===== src/rtl/icache_refill_ctrl.sv =====
// I-cache refill engine: one AXI4 INCR read burst per miss, beats assembled into a cache block
// and written to the datapath with a single-cycle strobe. Fetch is stalled while a refill runs.
module icache_refill_ctrl #(
  parameter int unsigned ADDR_WIDTH     = 64,
  parameter int unsigned BLOCK_WIDTH    = 512,
  parameter int unsigned AXI_DATA_WIDTH = 64
) (
  input  logic                      i_clk,
  input  logic                      i_arst,
  input  logic                      i_icache_hit,
  input  logic [ADDR_WIDTH-1:0]     i_miss_addr,
  output logic                      o_axi_arvalid,
  input  logic                      i_axi_arready,
  output logic [ADDR_WIDTH-1:0]     o_axi_araddr,
  output logic [7:0]                o_axi_arlen,
  output logic [2:0]                o_axi_arsize,
  output logic [1:0]                o_axi_arburst,
  input  logic                      i_axi_rvalid,
  output logic                      o_axi_rready,
  input  logic [AXI_DATA_WIDTH-1:0] i_axi_rdata,
  input  logic [1:0]                i_axi_rresp,
  input  logic                      i_axi_rlast,
  output logic [BLOCK_WIDTH-1:0]    o_instr_block,
  output logic                      o_instr_we,
  output logic                      o_refill_busy,
  output logic                      o_bus_error
);

  localparam int unsigned BEATS = BLOCK_WIDTH / AXI_DATA_WIDTH;
  localparam int unsigned CntW  = (BEATS > 1) ? $clog2(BEATS) : 1;
  localparam int unsigned OffW  = $clog2(BLOCK_WIDTH / 8);
  localparam logic [CntW-1:0]       LastCnt = CntW'(BEATS - 1);
  localparam logic [ADDR_WIDTH-1:0] OffMask = (ADDR_WIDTH'(1) << OffW) - ADDR_WIDTH'(1);

  typedef enum logic [2:0] {
    StIdle,
    StAddr,
    StData,
    StWrite,
    StGuard
  } state_e;

  state_e                  state_q, state_d;
  logic [CntW-1:0]         cnt_q, cnt_d;
  logic [BLOCK_WIDTH-1:0]  block_q, block_d;
  logic [ADDR_WIDTH-1:0]   araddr_q, araddr_d;
  logic                    bus_error_q, bus_error_d;
  logic                    burst_err_q, burst_err_d;
  logic                    beat_err;

  always_ff @(posedge i_clk or negedge i_arst) begin
    if (!i_arst) begin
      state_q     <= StIdle;
      cnt_q       <= '0;
      block_q     <= '0;
      araddr_q    <= '0;
      bus_error_q <= 1'b0;
      burst_err_q <= 1'b0;
    end else begin
      state_q     <= state_d;
      cnt_q       <= cnt_d;
      block_q     <= block_d;
      araddr_q    <= araddr_d;
      bus_error_q <= bus_error_d;
      burst_err_q <= burst_err_d;
    end
  end

  always_comb begin
    state_d     = state_q;
    cnt_d       = cnt_q;
    block_d     = block_q;
    araddr_d    = araddr_q;
    bus_error_d = bus_error_q;
    burst_err_d = burst_err_q;
    beat_err    = 1'b0;

    unique case (state_q)
      StIdle: begin
        if (!i_icache_hit) begin
          araddr_d = i_miss_addr & ~OffMask;
          state_d  = StAddr;
        end
      end
      StAddr: begin
        if (i_axi_arready) begin
          cnt_d       = '0;
          burst_err_d = 1'b0;
          state_d     = StData;
        end
      end
      StData: begin
        if (i_axi_rvalid) begin
          for (int unsigned b = 0; b < BEATS; b++) begin
            if (cnt_q == CntW'(b)) begin
              block_d[b*AXI_DATA_WIDTH +: AXI_DATA_WIDTH] = i_axi_rdata;
            end
          end
          // rlast must coincide exactly with the final counted beat; the counter ends the burst.
          beat_err    = (i_axi_rresp != 2'b00) |
                        ((cnt_q == LastCnt) ? ~i_axi_rlast : i_axi_rlast);
          bus_error_d = bus_error_q | beat_err;
          burst_err_d = burst_err_q | beat_err;
          cnt_d       = cnt_q + 1'b1;
          if (cnt_q == LastCnt) begin
            state_d = (burst_err_q | beat_err) ? StGuard : StWrite;
          end
        end
      end
      StWrite: state_d = StGuard;
      // Lets the tag/hit update before the miss is looked at again.
      StGuard: state_d = StIdle;
      default: state_d = StIdle;
    endcase
  end

  assign o_axi_arvalid = (state_q == StAddr);
  assign o_axi_araddr  = araddr_q;
  assign o_axi_arlen   = 8'(BEATS - 1);
  assign o_axi_arsize  = 3'($clog2(AXI_DATA_WIDTH / 8));
  assign o_axi_arburst = 2'b01;
  assign o_axi_rready  = (state_q == StData);
  assign o_instr_block = block_q;
  assign o_instr_we    = (state_q == StWrite);
  // Combinational on the hit so the miss cycle itself already stalls fetch.
  assign o_refill_busy = (state_q != StIdle) | ~i_icache_hit;
  assign o_bus_error   = bus_error_q;

endmodule


===== config.mk =====
export PLATFORM = sky130hd
export DESIGN_NAME = icache_refill_ctrl
export DESIGN_NICKNAME = d
export VERILOG_FILES = /design/src/rtl/icache_refill_ctrl.sv
export SDC_FILE = /design/constraint.sdc
export NUM_CORES = 1
export LEC_CHECK = 0
export BUFFER_PORTS_ARGS = -buffer_cell sky130_fd_sc_hd__buf_2
export CORE_AREA = 10 10 274 276
export CTS_CLUSTER_DIAMETER = 150
export DETAILED_ROUTE_END_ITERATION = 10
export DIE_AREA = 0 0 284 286
export GPL_TIMING_DRIVEN = 0
export SLEW_MARGIN = 20
export SYNTH_ARGS = -nofsm -noshare
export SYNTH_HDL_FRONTEND = slang
export SYNTH_SLANG_ARGS = --single-unit

===== constraint.sdc =====
create_clock -name i_clk -period 2.2 [get_ports i_clk]
set_clock_uncertainty 0.1 [all_clocks]
set_input_delay 0 -clock i_clk [delete_from_list [all_inputs] [get_ports i_clk]]
set_output_delay 0 -clock i_clk [all_outputs]
set_load 0.02 [all_outputs]

## Yosys cells after proc, flatten, opt, wreduce, memory -nomap -nowiden

Index checks and enable logic that the tools add are counted.

- Register bits: 578
- Input port bits: 136
- Output and inout bits: 594
- Word-level logic and storage cells: 64

- Add/sub/neg operators: 1
- Equal/unequal tests: 14
- Muxes and demuxes: 13
- Bitwise operators: 6
- Reduce and logical (&&, ||, !) cells: 17

Operators by type and width:

| cell | count |
|---|---|
| $reduce_and 3->1 | 9 |
| $mux 3 | 7 |
| $eq 3x2->1 const B | 4 |
| $eq 3x3->1 const B | 4 |
| $pmux 3 s4 | 1 |
| $eq 3x1->1 const B | 2 |
| $logic_not 3->1 | 2 |
| $pmux 3 s2 | 1 |
| $ne 2x1->1 const B | 2 |
| $ne 2x2->1 const B | 2 |
| $or 1x1->1 | 4 |
| $reduce_and 2->1 | 2 |
| $reduce_and 4->1 | 1 |
| $reduce_bool 2->1 | 2 |
| $add 3x1->3 const B | 1 |
| $mux 1 | 3 |
| $reduce_bool 3->1 | 1 |
| $not 1->1 | 2 |
| $pmux 1 s2 | 1 |

## Logic depth before layout (Yosys ltp)

- Depth in word-level cells: 8
- Mapped depth: 7
- Depth with buffers taken out: 5

## Worst setup path before layout

No wires, ideal clock.

- Kind: register to register
- From: register state_q[2]
- To: register araddr_q[54] (netlist: o_axi_araddr[54])
- Setup time: 0.125 ns
- Arrival: 1.732 ns
- Required time: 1.975 ns
- Path slack: 0.243 ns
- Stages on the path, launching flop included: 6
- Buffers on the path: 3
- Period minus slack after synthesis: 1.957 ns
- Cells stage by stage: dfrtp_1 -> clkbuf_1 -> nor4_2 -> buf_2 -> buf_2 -> mux2_2

- Longest elaborated chain between the ends: 2

Ends and longest elaborated chain:

| element | RTL line | source |
|---|---|---|
| from (decl) | 43 | `state_e state_q, state_d;` |
| from (signal assigned) | 53 | `state_q <= StIdle;` |
| from (signal assigned) | 60 | `state_q <= state_d;` |
| $logic_not 3->1 | 78 | `unique case (state_q)` |
| $reduce_and 2->1 (no source line) | n/a |  |
| to (signal assigned) | 63 | `araddr_q <= araddr_d;` |
| to (decl) | 46 | `logic [ADDR_WIDTH-1:0] araddr_q, araddr_d;` |

Every way passes these cells.
A chain may end at the register's enable or synchronous reset.

## Worst setup path after layout

- From: register cnt_q[1]
- To: register block_q[8] (netlist: o_instr_block[8])

- Longest elaborated chain between the ends: 2

Ends and longest elaborated chain:

| element | RTL line | source |
|---|---|---|
| from (decl) | 44 | `logic [CntW-1:0] cnt_q, cnt_d;` |
| from (signal assigned) | 61 | `cnt_q <= cnt_d;` |
| $logic_not 3->1 | 95 | `if (cnt_q == CntW'(b)) begin` |
| $reduce_and 3->1 (no source line) | n/a |  |
| to (signal assigned) | 62 | `block_q <= block_d;` |
| to (decl) | 45 | `logic [BLOCK_WIDTH-1:0] block_q, block_d;` |

Every way passes these cells.

==> summary.txt <==
dpl cell area = 26900 sq um
Startpoint Class = flip-flop
top cells by area, synth = dfrtp_1, mux2_2, mux2_4
Yosys Warn Count = 0
Switching Share = 0.358
ys flop type = dfrtp_1
Vias = 14600
placed cells = 2946
Slew HR = 0.637
Worst-path clk slew = 0.06 ns
worst setup path class = reg -> reg
internal power = 25.7 mW
Port Buffers = 704
Die Width = 284 um
commonest non-fill, non-tap cell in the layout = buf_2
crit-path max FO = 10
first-pass GRT wire length = 109000 um
Gate Count Post-Synth = 1278
CP top delay family = buffers and inverters
Nets = 2360
final setup fails = 0
gr usage total = 0.176
initial antenna violation count = 0
htree depth = 2
total grt overflow = 0
slowest CP cell = or4b_1
crit path cell chain = inv_1, ha_1, or4b_1, buf_6, buf_6, mux2_4
PD cells = 1300 nW/um^2
vias in the first global route = 16300
commonest cells after routing, fill and taps aside = buf_2, dfrtp_1, mux2_2
Reg2Reg Depth = 6
final hold violation count = 65
Pre-Repair DR Iteration Count = 5
TritonCTS Buffers = 60
post-DR wirelength/cell = 23.0 um
routed wire length = 73700 um
flops & latches, synth = 578
sequential share of the synthesized area = 0.659
FFs w/ async S/R, synth = 1.00
Avg Cell Area, Syn = 17.2 sq um
fin crit period = 2.15 ns
Mapped Area = 22000 sq um
CP required = 2.59 ns
leakage power total = 16.7 nW
failing checks = hold timing
Avg Vias per Cell = 4.54
CP dominant cell by count = buf_6
Reg power frac = 0.392
Die ar. = 81200 sq um
Final Non-Filler Cells = 3209
cts hold-fix bufs = 132
share of cells above drive strength 1 = 0.658
cell taking the most area after synthesis = dfrtp_1
maxcap violations = 0
Psw = 14.3 mW
FF-to-FF End = o_instr_block[8]
final hold slack = -0.158 ns
fin area = 30800 sq um
Yosys top cell area share = 0.659
Root Buffer = clkbuf_16
outcome = finished, violations left
Logic pwr share = 0.354
core box area = 69500 sq um
number of remaining DRC errors = 0
fin crit share = 0.977
Crit path largest cell delay = 0.46 ns
EDFF count, synth = 0
post-DP HPWL = 53600 um
Tightest Pin Transition = 0.545 ns
clock latency on the worst-skew pair = 0.60 ns
pin count of the biggest net entering global routing = 97
gpl congestion = 0.790
r2r setup slk = 0.05 ns
fill cell count = 6285
post-synthesis cell type count = 39
Ports = 730
critical path depth = 6
Arr. time, crit path = 2.54 ns
total power = 40.1 mW
Die H = 286 um
remaining antenna violation count = 0
CTS Sinks = 578
Row Count = 97
P&R area growth vs syn = 40.1%
clk buf depth = 3
clock share of power = 0.255
Buf/Inv on CP = 3
Slew Viols, Final = 0
CP Capture Type = flip-flop
Peak VDD IR = 0.000907 V
unrepaired setup endpoints after global routing = yes
Worst Hold Class = in -> async
CTS tree = yes
1st-iter DRT viols = 583
reg2reg start = cnt_q[1]
Initial Utilization = 0.316
max frequency = 0.465 GHz
state kept, by name (all words and copies together) (netlist names):
register       count
o_bus_error        1
burst_err_q        1
cnt_q              3
state_q            3
o_axi_araddr      58
o_instr_block    512
power groups by stage:
stage          logic [mW]  clock network (mW)  registers [mW]
2_1_floorplan        4.16                   0            19.7
3_3_place_gp         13.9                   0            15.7
3_5_place_dp         14.1                   0            15.8
4_1_cts              14.4                10.5            15.7
5_1_grt              15.0                10.9            16.1
6_report             14.2                10.2            15.7
through the flow:
stage | worst slack, ns | utilization | setup TNS, ns | hold WS [ns]
after CTS | 0.00515 | 0.442 | 0 | -0.175
after global placement | -10.52 | 0.384 | -6234.68 | 0.132
final | 0.0506 | 0.442 | 0 | -0.158
after floorplan | 0.243 | - | 0 | -0.396
after global routing | -0.0391 | 0.442 | -0.795 | -0.144
after detailed placement | -0.674 | 0.387 | -164.67 | -0.105
cell usage after synthesis (2+ instances only):
| library cell | number |
|---|---|
| dfrtp_1 | 578 |
| mux2_2 | 510 |
| mux2_4 | 60 |
| buf_2 | 52 |
| buf_4 | 20 |
| buf_6 | 6 |
| ha_1 | 6 |
| a21oi_1 | 3 |
| inv_1 | 3 |
| nor2b_1 | 3 |
| nor3_1 | 3 |
| clkbuf_1 | 2 |
| conb_1 | 2 |
| nand2_1 | 2 |
| nand3_1 | 2 |
| nor2_1 | 2 |
| nor3b_1 | 2 |
how the worst max path moves through the flow:
stage	startpoint	end	slack (ns)
after CTS	state_q[0]	cnt_q[1]	0.005
after floorplan	state_q[2]	o_axi_araddr[54]	0.24
final	cnt_q[1]	o_instr_block[8]	0.05
after detailed placement	cnt_q[0]	o_instr_block[489]	-0.67
after global placement	i_arst	o_instr_block[501]	-10.52
after global routing	cnt_q[0]	o_instr_block[246]	-0.04
repair_timing:
item | 4_1_cts | 5_1_grt
setup endpoints to repair | 449 | 256
resized for setup | 79 | 25
pin swaps | 2 | 1
endpoints found under the hold margin | 829 | 65
buffers inserted | 19 | 0
gates cloned | 1 | 0
final cells by class:
class                      instances  area [sq um]  area share
sequential                       578         14500       0.470
buffer                            79           748      0.0243
inverter                           3          11.3    0.000366
tap                              940          1180      0.0382
antenna                            1          2.50   0.0000813
clock buffer                      91          1810      0.0588
timing repair buffer             863          5240       0.170
clock inverter                    21           193     0.00626
multi-input combinational        633          7130       0.232
per-layer routing:
layer,GRT usage,part of all wire
met1,0.194,0.37
met2,0.314,0.52
met4,0.0724,0.037
met3,0.0503,0.070
met5,0,0
kinds of logic (layout without fill, tap and decap cells):
| kind of cell | count (synthesis) | count (layout) | share of synthesized area |
|---|---|---|---|
| mux | 570 | 570 | 0.303 |
| fa+ha+maj | 6 | 6 | 0.00342 |
| other cells | 2 | 20 | 0.000342 |
| compound gates | 10 | 10 | 0.00319 |
| xor+xnor | 1 | 1 | 0.000399 |
| flops | 578 | 578 | 0.659 |
| buf+inv | 84 | 1057 | 0.0228 |
| simple gates | 27 | 27 | 0.00855 |
No activity file was read; power rests on OpenSTA's default activity.
